<file path="src/rtl/noc_params_pkg.sv">
// Shared NoC router types and flit field helpers.
// Flit layout: [W-1:W-2] type, followed by the destination field, then payload.
package noc_params_pkg;

  localparam int FLIT_TYPE_W = 2;
  localparam int MAX_FLIT_W  = 64;

  typedef enum logic [1:0] {
    HEAD     = 2'b00,
    BODY     = 2'b01,
    TAIL     = 2'b10,
    HEADTAIL = 2'b11
  } flit_type_t;

  typedef enum logic [1:0] {
    IDLE   = 2'b00,
    VA     = 2'b01,
    ACTIVE = 2'b10
  } fsm_state_t;

  // Callers zero-extend their flit to MAX_FLIT_W and pass the real width.
  function automatic flit_type_t type_of(input logic [MAX_FLIT_W-1:0] flit,
                                         input int flit_w);
    logic [MAX_FLIT_W-1:0] sh;
    sh = flit >> (flit_w - FLIT_TYPE_W);
    return flit_type_t'(sh[FLIT_TYPE_W-1:0]);
  endfunction

  function automatic logic [MAX_FLIT_W-1:0] dest_of(input logic [MAX_FLIT_W-1:0] flit,
                                                    input int flit_w,
                                                    input int dest_w);
    logic [MAX_FLIT_W-1:0] sh;
    logic [MAX_FLIT_W-1:0] mask;
    sh   = flit >> (flit_w - FLIT_TYPE_W - dest_w);
    mask = {MAX_FLIT_W{1'b1}} >> (MAX_FLIT_W - dest_w);
    return sh & mask;
  endfunction

endpackage

</file>
<file path="src/rtl/vc_input_ctrl_buffer.sv">
// circular_buffer: FIFO of flits with combinational front-of-queue output.
// A write into a full buffer is accepted only when a read happens in the same cycle.
module circular_buffer #(
  parameter int BUFFER_SIZE = 8,
  parameter int FLIT_SIZE   = 16
) (
  input  logic                 clk,
  input  logic                 rst,
  input  logic                 read_i,
  input  logic                 write_i,
  input  logic [FLIT_SIZE-1:0] data_i,
  output logic [FLIT_SIZE-1:0] data_o,
  output logic                 is_full_o,
  output logic                 is_empty_o
);

  localparam int PTR_W = $clog2(BUFFER_SIZE);
  localparam int CNT_W = $clog2(BUFFER_SIZE + 1);
  localparam logic [CNT_W-1:0] FULL_CNT = CNT_W'(BUFFER_SIZE);

  logic [FLIT_SIZE-1:0] mem_q [BUFFER_SIZE];
  logic [PTR_W-1:0]     rd_ptr_q, rd_ptr_d;
  logic [PTR_W-1:0]     wr_ptr_q, wr_ptr_d;
  logic [CNT_W-1:0]     count_q, count_d;
  logic                 do_rd, do_wr;

  assign is_empty_o = (count_q == '0);
  assign is_full_o  = (count_q == FULL_CNT);
  assign do_rd      = read_i && !is_empty_o;
  assign do_wr      = write_i && (!is_full_o || do_rd);
  assign data_o     = mem_q[rd_ptr_q];

  // Power-of-two depth lets the pointers wrap naturally.
  always_comb begin
    rd_ptr_d = rd_ptr_q + PTR_W'(do_rd);
    wr_ptr_d = wr_ptr_q + PTR_W'(do_wr);
    count_d  = count_q;
    if (do_wr && !do_rd) begin
      count_d = count_q + CNT_W'(1);
    end else if (do_rd && !do_wr) begin
      count_d = count_q - CNT_W'(1);
    end
  end

  always_ff @(posedge clk) begin
    if (!rst) begin
      rd_ptr_q <= '0;
      wr_ptr_q <= '0;
      count_q  <= '0;
    end else begin
      rd_ptr_q <= rd_ptr_d;
      wr_ptr_q <= wr_ptr_d;
      count_q  <= count_d;
    end
  end

  always_ff @(posedge clk) begin
    if (do_wr) begin
      mem_q[wr_ptr_q] <= data_i;
    end
  end

endmodule

</file>
<file path="src/rtl/vc_input_ctrl.sv">
// Per-VC input controller: buffers incoming flits, requests VC allocation for
// head flits, drains on switch grants and returns one credit per popped flit.
module vc_input_ctrl
  import noc_params_pkg::*;
#(
  parameter int BUFFER_SIZE = 8,
  parameter int FLIT_SIZE   = 16,
  parameter int DEST_SIZE   = 4
) (
  input  logic                 clk,
  input  logic                 rst,
  input  logic [FLIT_SIZE-1:0] data_i,
  input  logic                 valid_i,
  output logic                 va_request_o,
  output logic [DEST_SIZE-1:0] va_dest_o,
  input  logic                 va_grant_i,
  output logic [FLIT_SIZE-1:0] flit_o,
  output logic                 flit_valid_o,
  input  logic                 sa_grant_i,
  output logic                 credit_o,
  output logic                 overflow_o,
  output logic                 protocol_err_o,
  output logic                 is_empty_o,
  output logic                 is_full_o
);

  fsm_state_t           state_q, state_d;
  logic                 overflow_q, overflow_d;
  logic                 perr_q, perr_d;
  logic [FLIT_SIZE-1:0] front;
  logic                 buf_empty, buf_full;
  logic                 pop, wr, idle_drop, front_is_head;
  flit_type_t           front_type;
  logic [DEST_SIZE-1:0] front_dest;

  circular_buffer #(
    .BUFFER_SIZE(BUFFER_SIZE),
    .FLIT_SIZE  (FLIT_SIZE)
  ) u_buf (
    .clk       (clk),
    .rst       (rst),
    .read_i    (pop),
    .write_i   (wr),
    .data_i    (data_i),
    .data_o    (front),
    .is_full_o (buf_full),
    .is_empty_o(buf_empty)
  );

  always_comb begin
    front_type    = type_of(MAX_FLIT_W'(front), FLIT_SIZE);
    front_dest    = DEST_SIZE'(dest_of(MAX_FLIT_W'(front), FLIT_SIZE, DEST_SIZE));
    front_is_head = (front_type == HEAD) || (front_type == HEADTAIL);
    flit_valid_o  = (state_q == ACTIVE) && !buf_empty;
    idle_drop     = (state_q == IDLE) && !buf_empty && !front_is_head;
    // Pops are held off during reset so no credit escapes for discarded flits.
    pop           = rst && (idle_drop || (flit_valid_o && sa_grant_i));
    wr            = valid_i && (!buf_full || pop);
    overflow_d    = overflow_q || (valid_i && buf_full && !pop);
    perr_d        = perr_q || idle_drop;

    state_d = state_q;
    case (state_q)
      IDLE:   if (!buf_empty && front_is_head) state_d = VA;
      VA:     if (va_grant_i) state_d = ACTIVE;
      ACTIVE: if (pop && ((front_type == TAIL) || (front_type == HEADTAIL))) state_d = IDLE;
      default: state_d = IDLE;
    endcase
  end

  always_ff @(posedge clk) begin
    if (!rst) begin
      state_q    <= IDLE;
      overflow_q <= 1'b0;
      perr_q     <= 1'b0;
    end else begin
      state_q    <= state_d;
      overflow_q <= overflow_d;
      perr_q     <= perr_d;
    end
  end

  assign va_request_o   = (state_q == VA);
  assign va_dest_o      = va_request_o ? front_dest : '0;
  assign flit_o         = buf_empty ? '0 : front;
  assign credit_o       = pop;
  assign overflow_o     = overflow_q;
  assign protocol_err_o = perr_q;
  assign is_empty_o     = buf_empty;
  assign is_full_o      = buf_full;

endmodule

</file>
<file path="config.mk">
export PLATFORM = sky130hd
export DESIGN_NAME = vc_input_ctrl
export DESIGN_NICKNAME = d
export VERILOG_FILES = /design/src/rtl/noc_params_pkg.sv /design/src/rtl/vc_input_ctrl_buffer.sv /design/src/rtl/vc_input_ctrl.sv
export SDC_FILE = /design/constraint.sdc
export NUM_CORES = 1
export LEC_CHECK = 0
export ABC_AREA = 0
export CAP_MARGIN = 20
export CORE_MARGIN = 2
export CORE_UTILIZATION = 41
export CTS_CLUSTER_SIZE = 16
export DETAILED_ROUTE_END_ITERATION = 8
export HOLD_SLACK_MARGIN = 0.06
export SYNTH_ARGS = -nofsm -noshare
export SYNTH_HDL_FRONTEND = slang
export SYNTH_SLANG_ARGS = --single-unit
export TNS_END_PERCENT = 20
</file>
<file path="constraint.sdc">
create_clock -name clk -period 4.3 [get_ports clk]
set_input_delay 0.86 -clock clk [delete_from_list [all_inputs] [get_ports clk]]
set_output_delay 0.86 -clock clk [all_outputs]
set_load 0.05 [all_outputs]
</file>
=== Word-level counts from Yosys, hierarchy flattened ===
Memories as Yosys holds them, arrays and structs flattened. A register that Yosys moved wholly into a read port is not among the register bits.
Cells that the tools add are included.

* Latch bits: 0
* Memory bits (writable): 128
* Flip-flop bits (word level): 14
* Bits of input ports: 21
* Bits in read-only memories: 0
* Memories: 1

{| class="wikitable"
|+ Memories
! memory !! words !! width !! rd ports !! clocked after memory_dff !! write ports !! line !! RTL
|-
| u_buf.mem_q || 8 || 16 || 1 || 1 || 1 || vc_input_ctrl_buffer.sv:21 || <nowiki>logic [FLIT_SIZE-1:0] mem_q [BUFFER_SIZE];</nowiki>
|}

* Shifts and indexed selects: 0
* Reductions and logical operators: 32
* Multipliers: 0
* Div/mod/pow operators: 0
* Equal/unequal tests: 8
* Add/subtract/negate cells: 4
* Order comparisons: 0
* Muxes and demuxes: 11
* Bitwise logic cells: 0

{| class="wikitable"
|+ Operators with widths
! kind !! number
|-
| 2-to-1 mux 16 bit || 1
|-
| logical AND 1 bit || 14
|-
| 2-to-1 mux 4 bit || 3
|-
| logical OR 1 bit || 7
|-
| adder 3 x 1 -> 3 bit || 2
|-
| == test 2 bit, second input constant || 3
|-
| zero test 1 bit || 6
|-
| 2-to-1 mux 2 bit || 3
|-
| != test 2 x 1 -> 1 bit, second input constant || 3
|-
| one-hot mux 2 bit (3 select lines) || 1
|-
| adder 4 x 1 -> 4 bit, second input constant || 1
|-
| == test 4 bit, second input constant || 1
|-
| zero test 2 bit || 2
|-
| zero test 4 bit || 1
|-
| subtractor 4 x 1 -> 4 bit, second input constant || 1
|-
| 2-to-1 mux 3 bit || 1
|-
| AND reduction 3 bit || 1
|-
| == test 2 x 1 -> 1 bit, second input constant || 1
|-
| 2-to-1 mux 1 bit || 2
|-
| nonzero test 2 bit || 1
|}

=== Longest topological paths before layout ===
* Word-level depth: 13
* Mapped depth: 16
* Mapped depth without buffers: 14

=== Modules after synthesis ===
A second synthesis with hierarchy kept.

* Cell total of the unflattened synthesis: 298
* Area total of the unflattened synthesis: 5866.9 um^2

{| class="wikitable"
|+ By module, submodules not included
! module !! area an instance (um^2) !! cells an instance !! times used
|-
| circular_buffer || 5487.8 || 249 || 1
|-
| vc_input_ctrl || 379.1 || 49 || 1
|}

=== Worst setup path after synthesis ===
Ideal clock, no wire load.

* Path kind: reg-to-reg
* Start point: reg, netlist name u_buf.rd_ptr_q[0]
* End point: mem u_buf.mem_q[5][0] (enable)
* Path buffers: 2
* Data arrival time: 4061 ps
* Data required time: 3891 ps
* Clock period less this slack: 4470 ps
* Path slack: -170 ps
* Stages on the path, launching flop included: 10
* Path through: dfxtp_1 > buf_2 > buf_6 > mux4_2 > mux2i_2 > ha_1 > or2_1 > a2111oi_4 > nor2_2 > nor3_1

{| class="wikitable"
|+ RTL lines
! element !! line
|-
| end: declaration || vc_input_ctrl_buffer.sv:21
|}

==> summary.md <==
| Metric | Value |
|---|---|
| First-pass GRT wire length | 16.8 mm |
| Placed Instances | 535 |
| Startpoint types | flop |
| Area leader, netlist | edfxtp_1 |
| Synth Net Count | around 330 |
| Post-synth EDFFs | ~130 |
| Die height | roughly 120 µm |
| Lkg Pwr | between 0.002 and 0.0025 µW |
| H-Tree Depth | 4 |
| Final period util | 93.2% |
| Register share of total power | 35.7% |
| Peak supply drop | around 370 µV |
| Register area share after synthesis | between 70% and 80% |
| Sw Ratio | 32.9% |
| #FFs+latches synth | 142 |
| Finished Layout Cells | 569 |
| Worst Path Class, Setup | reg -> reg |
| Skew final | between 0.007 and 0.008 ns |
| Drt initial violations | approximately 190 |
| Sw Pwr | roughly 1600 µW |
| Final Hold Vio Count | 0 |
| Initial antenna violation count | 0 |
| Clock Latency Late Sink | 0.42 ns |
| Antenna cells | 0 |
| Mapped Area | 5690 µm² |
| Core box area | 13700 µm² |
| Clk slew on worst S/H paths | 0.06 ns |
| F_max | 250 MHz |
| Tmin final | 4.01 ns |
| Register area | roughly 4100 µm² |
| Design Power | 4740 µW |
| Mapped Cells | 301 |
| Pint | approximately 3200 µW |
| Status | finished clean |
| Vias in the first global route | about 3000 |
| DRC | 0 |
| Least-Margin Pin Slew | 0.506 ns |
| Post-Route WL | around 11 mm |
| DR WL/cell | between 15 and 20 µm |
| Max-capacitance violation count | 0 |
| Number of vias per cell | between 5 and 6 |
| Routed via count | 2900 |
| GRT overflow | 0 |
| Synth Area per Inst | approximately 19 µm² |
| Power Dens Cells | 665 nW/µm² |
| Critical Path Fanout Max | 8 |
| Row count | 43 |
| Final worst setup slack | around 0.3 ns |
| CTS buffer count | 17 |
| Dpl hpwl | between 6 and 7 mm |
| Largest net degree at the start of global routing | 23 |
| Die W | 122 µm |
| Arr. time, crit path | about 4.4 ns |
| Synth top cells by count | edfxtp_1 (128), nor2_1 (34), mux4_2 (32) |
| Endpoints failing setup | 0 |
| Share of layout cells above drive strength 1 | 25.7% |
| Clock Sinks | 142 |
| RSZ-0062 raised after global routing | false |
| Total Nets Final | approximately 400 |
| Netlist cell types | 37 |
| Core Util, Final | around 52% |
| CTS max path bufs | 2 |
| Filler cells | 1124 |
| CP Capture Type | flop |
| Headroom to the max-slew limit | between 60% and 70% |
| CTS Root Cell | clkbuf_16 |
| Initial core utilization | between 40% and 50% |
| # IOs | 48 |
| Most frequent cell after synthesis | edfxtp_1 |
| FFs w/ async S/R, synth | 0% |
| Top cells by area, synth | edfxtp_1 (68%), mux4_2 (13%), dfxtp_1 (4.9%), mux2i_1 (3.0%), nor2_1 (2.2%) |
| Post-CTS Hold Fix Bufs | 0 |
| Placer Congestion | 0.701 |
| # port buffers | 47 |
| Fin. max-slew vios | 0 |
| Ys flop type | edfxtp_1 |
| Dpl ws | approximately 0.055 ns |
| GRT Total Usage | between 15 and 20% |
| Die area | approximately 15000 µm² |
| Post-synth top area share | between 60 and 70% |
| Worst hold path class | reg -> reg |
| Clock power frac | 30.8% |
| TritonRoute pass-1 iters | 4 |
| Comb pwr share | approximately a third |
| CTS tree | built |
| Syn. warnings | 0 |
| Area of the multi-input gates | between 1500 and 2000 µm² |
| Antenna Nets Post-Route | 0 |
| Area delta synth->final | 25.2% |
| Critical Path RT | 4.65 ns |
==> power by group through the flow <==
stage               clock network, µW  logic, µW  registers (µW)
floorplan                           0       1120            1700
global placement                    0       1570            1720
detailed placement                  0       1580            1730
CTS                              1480       1580            1700
global route                     1550       1700            1710
finish                           1460       1590            1690
==> cells in the final DEF, fill, tap and decap left out, types with 3 or more instances in the layout <==
cell type        Yosys  final
edfxtp_1           128    128
clkdlybuf4s50_1      0     46
nor2_1              34     34
mux4_2              32     32
buf_4                2     23
mux2i_1             17     17
clkbuf_16            0     17
dfxtp_1             14     13
ha_1                 9      9
inv_1                5      5
nand2_1              5      5
and2_1               5      5
clkinv_2             0      5
nor3_2               0      4
nor3_1               7      3
nand3_1              3      3
a21oi_1              3      3
xnor2_1              3      3
bufinv_16            0      3
inv_6                0      3
==> per-layer routing <==
metal	up-vias	track usage, %	routed length, µm
li1	1342	-	-
met1	1478	20.9	5080
met2	62	25.5	5240
met3	18	3.70	404
met4	0	6.68	172
met5	-	0	0
==> critical path: stages, from the launching register on <==
cell	delay (ns)
dfxtp_4	0.41
mux4_2	0.51
mux2_2	0.30
ha_1	0.29
or2_1	0.27
a2111oi_4	0.48
nor2_2	0.16
nor2b_2	0.17
ha_1	0.19
inv_1	0.09
ha_1	0.33
a21oi_1	0.23
a211oi_1	0.12
a31oi_1	0.19
mux2i_1	0.19
==> layout make-up <==
type | count | share of cell area (%)
clock buffers | 17 | 5.97
clock inverters | 14 | 2.32
multi-input cells | 140 | 21.2
flip-flops and latches | 142 | 57.9
well taps | 180 | 3.16
repair buffers | 70 | 9.16
inverters | 6 | 0.316
==> metrics by stage <==
stage | hold slack [ns] | area, µm² | TNS [ns]
global route | 0.537 | 7130 | 0
detailed placement | 0.471 | 6510 | 0
finish | 0.481 | 7130 | 0
CTS | 0.486 | 7100 | 0
floorplan | 0.470 | 5690 | -10.88
global placement | 0.462 | 6510 | 0
==> worst paths after layout <==
check / from / slack, ns / end / depth (start not counted)
worst min-delay path: protocol_err_o$_SDFF_PN0_ / 0.48 / protocol_err_o$_SDFF_PN0_ / 2
worst max-delay path: u_buf.rd_ptr_q[0]$_SDFF_PN0_ / 0.29 / u_buf.count_q[3]$_SDFFE_PN0P_ / 14
worst min register to register: protocol_err_o$_SDFF_PN0_ / 0.48 / protocol_err_o$_SDFF_PN0_ / 2
worst max register to register: u_buf.rd_ptr_q[0]$_SDFF_PN0_ / 0.29 / u_buf.count_q[3]$_SDFFE_PN0P_ / 14
==> what timing repair did <==
action | CTS | global route
setup endpoints to repair | 0 | 1
buffers inserted | 0 | 3
resized for setup | 0 | 2
==> flip-flops by register name, indices dropped and copies added, names as in the netlist <==
| name | count |
|---|---|
| overflow_o | 1 |
| u_buf.wr_ptr_q | 3 |
| u_buf.rd_ptr_q | 3 |
| u_buf.mem_q | 128 |
| protocol_err_o | 1 |
| u_buf.count_q | 4 |
| state_q | 2 |
==> kinds of logic after synthesis <==
kind of cell / Yosys count / synth area share, %
compound gates: 10 / 1.49
xor+xnor: 4 / 0.615
fa+ha+maj: 10 / 2.33
buf+inv: 19 / 1.65
flops: 142 / 72.4
mux: 51 / 16.1
simple gates: 65 / 5.41
No activity file was read; power rests on OpenSTA's default activity.
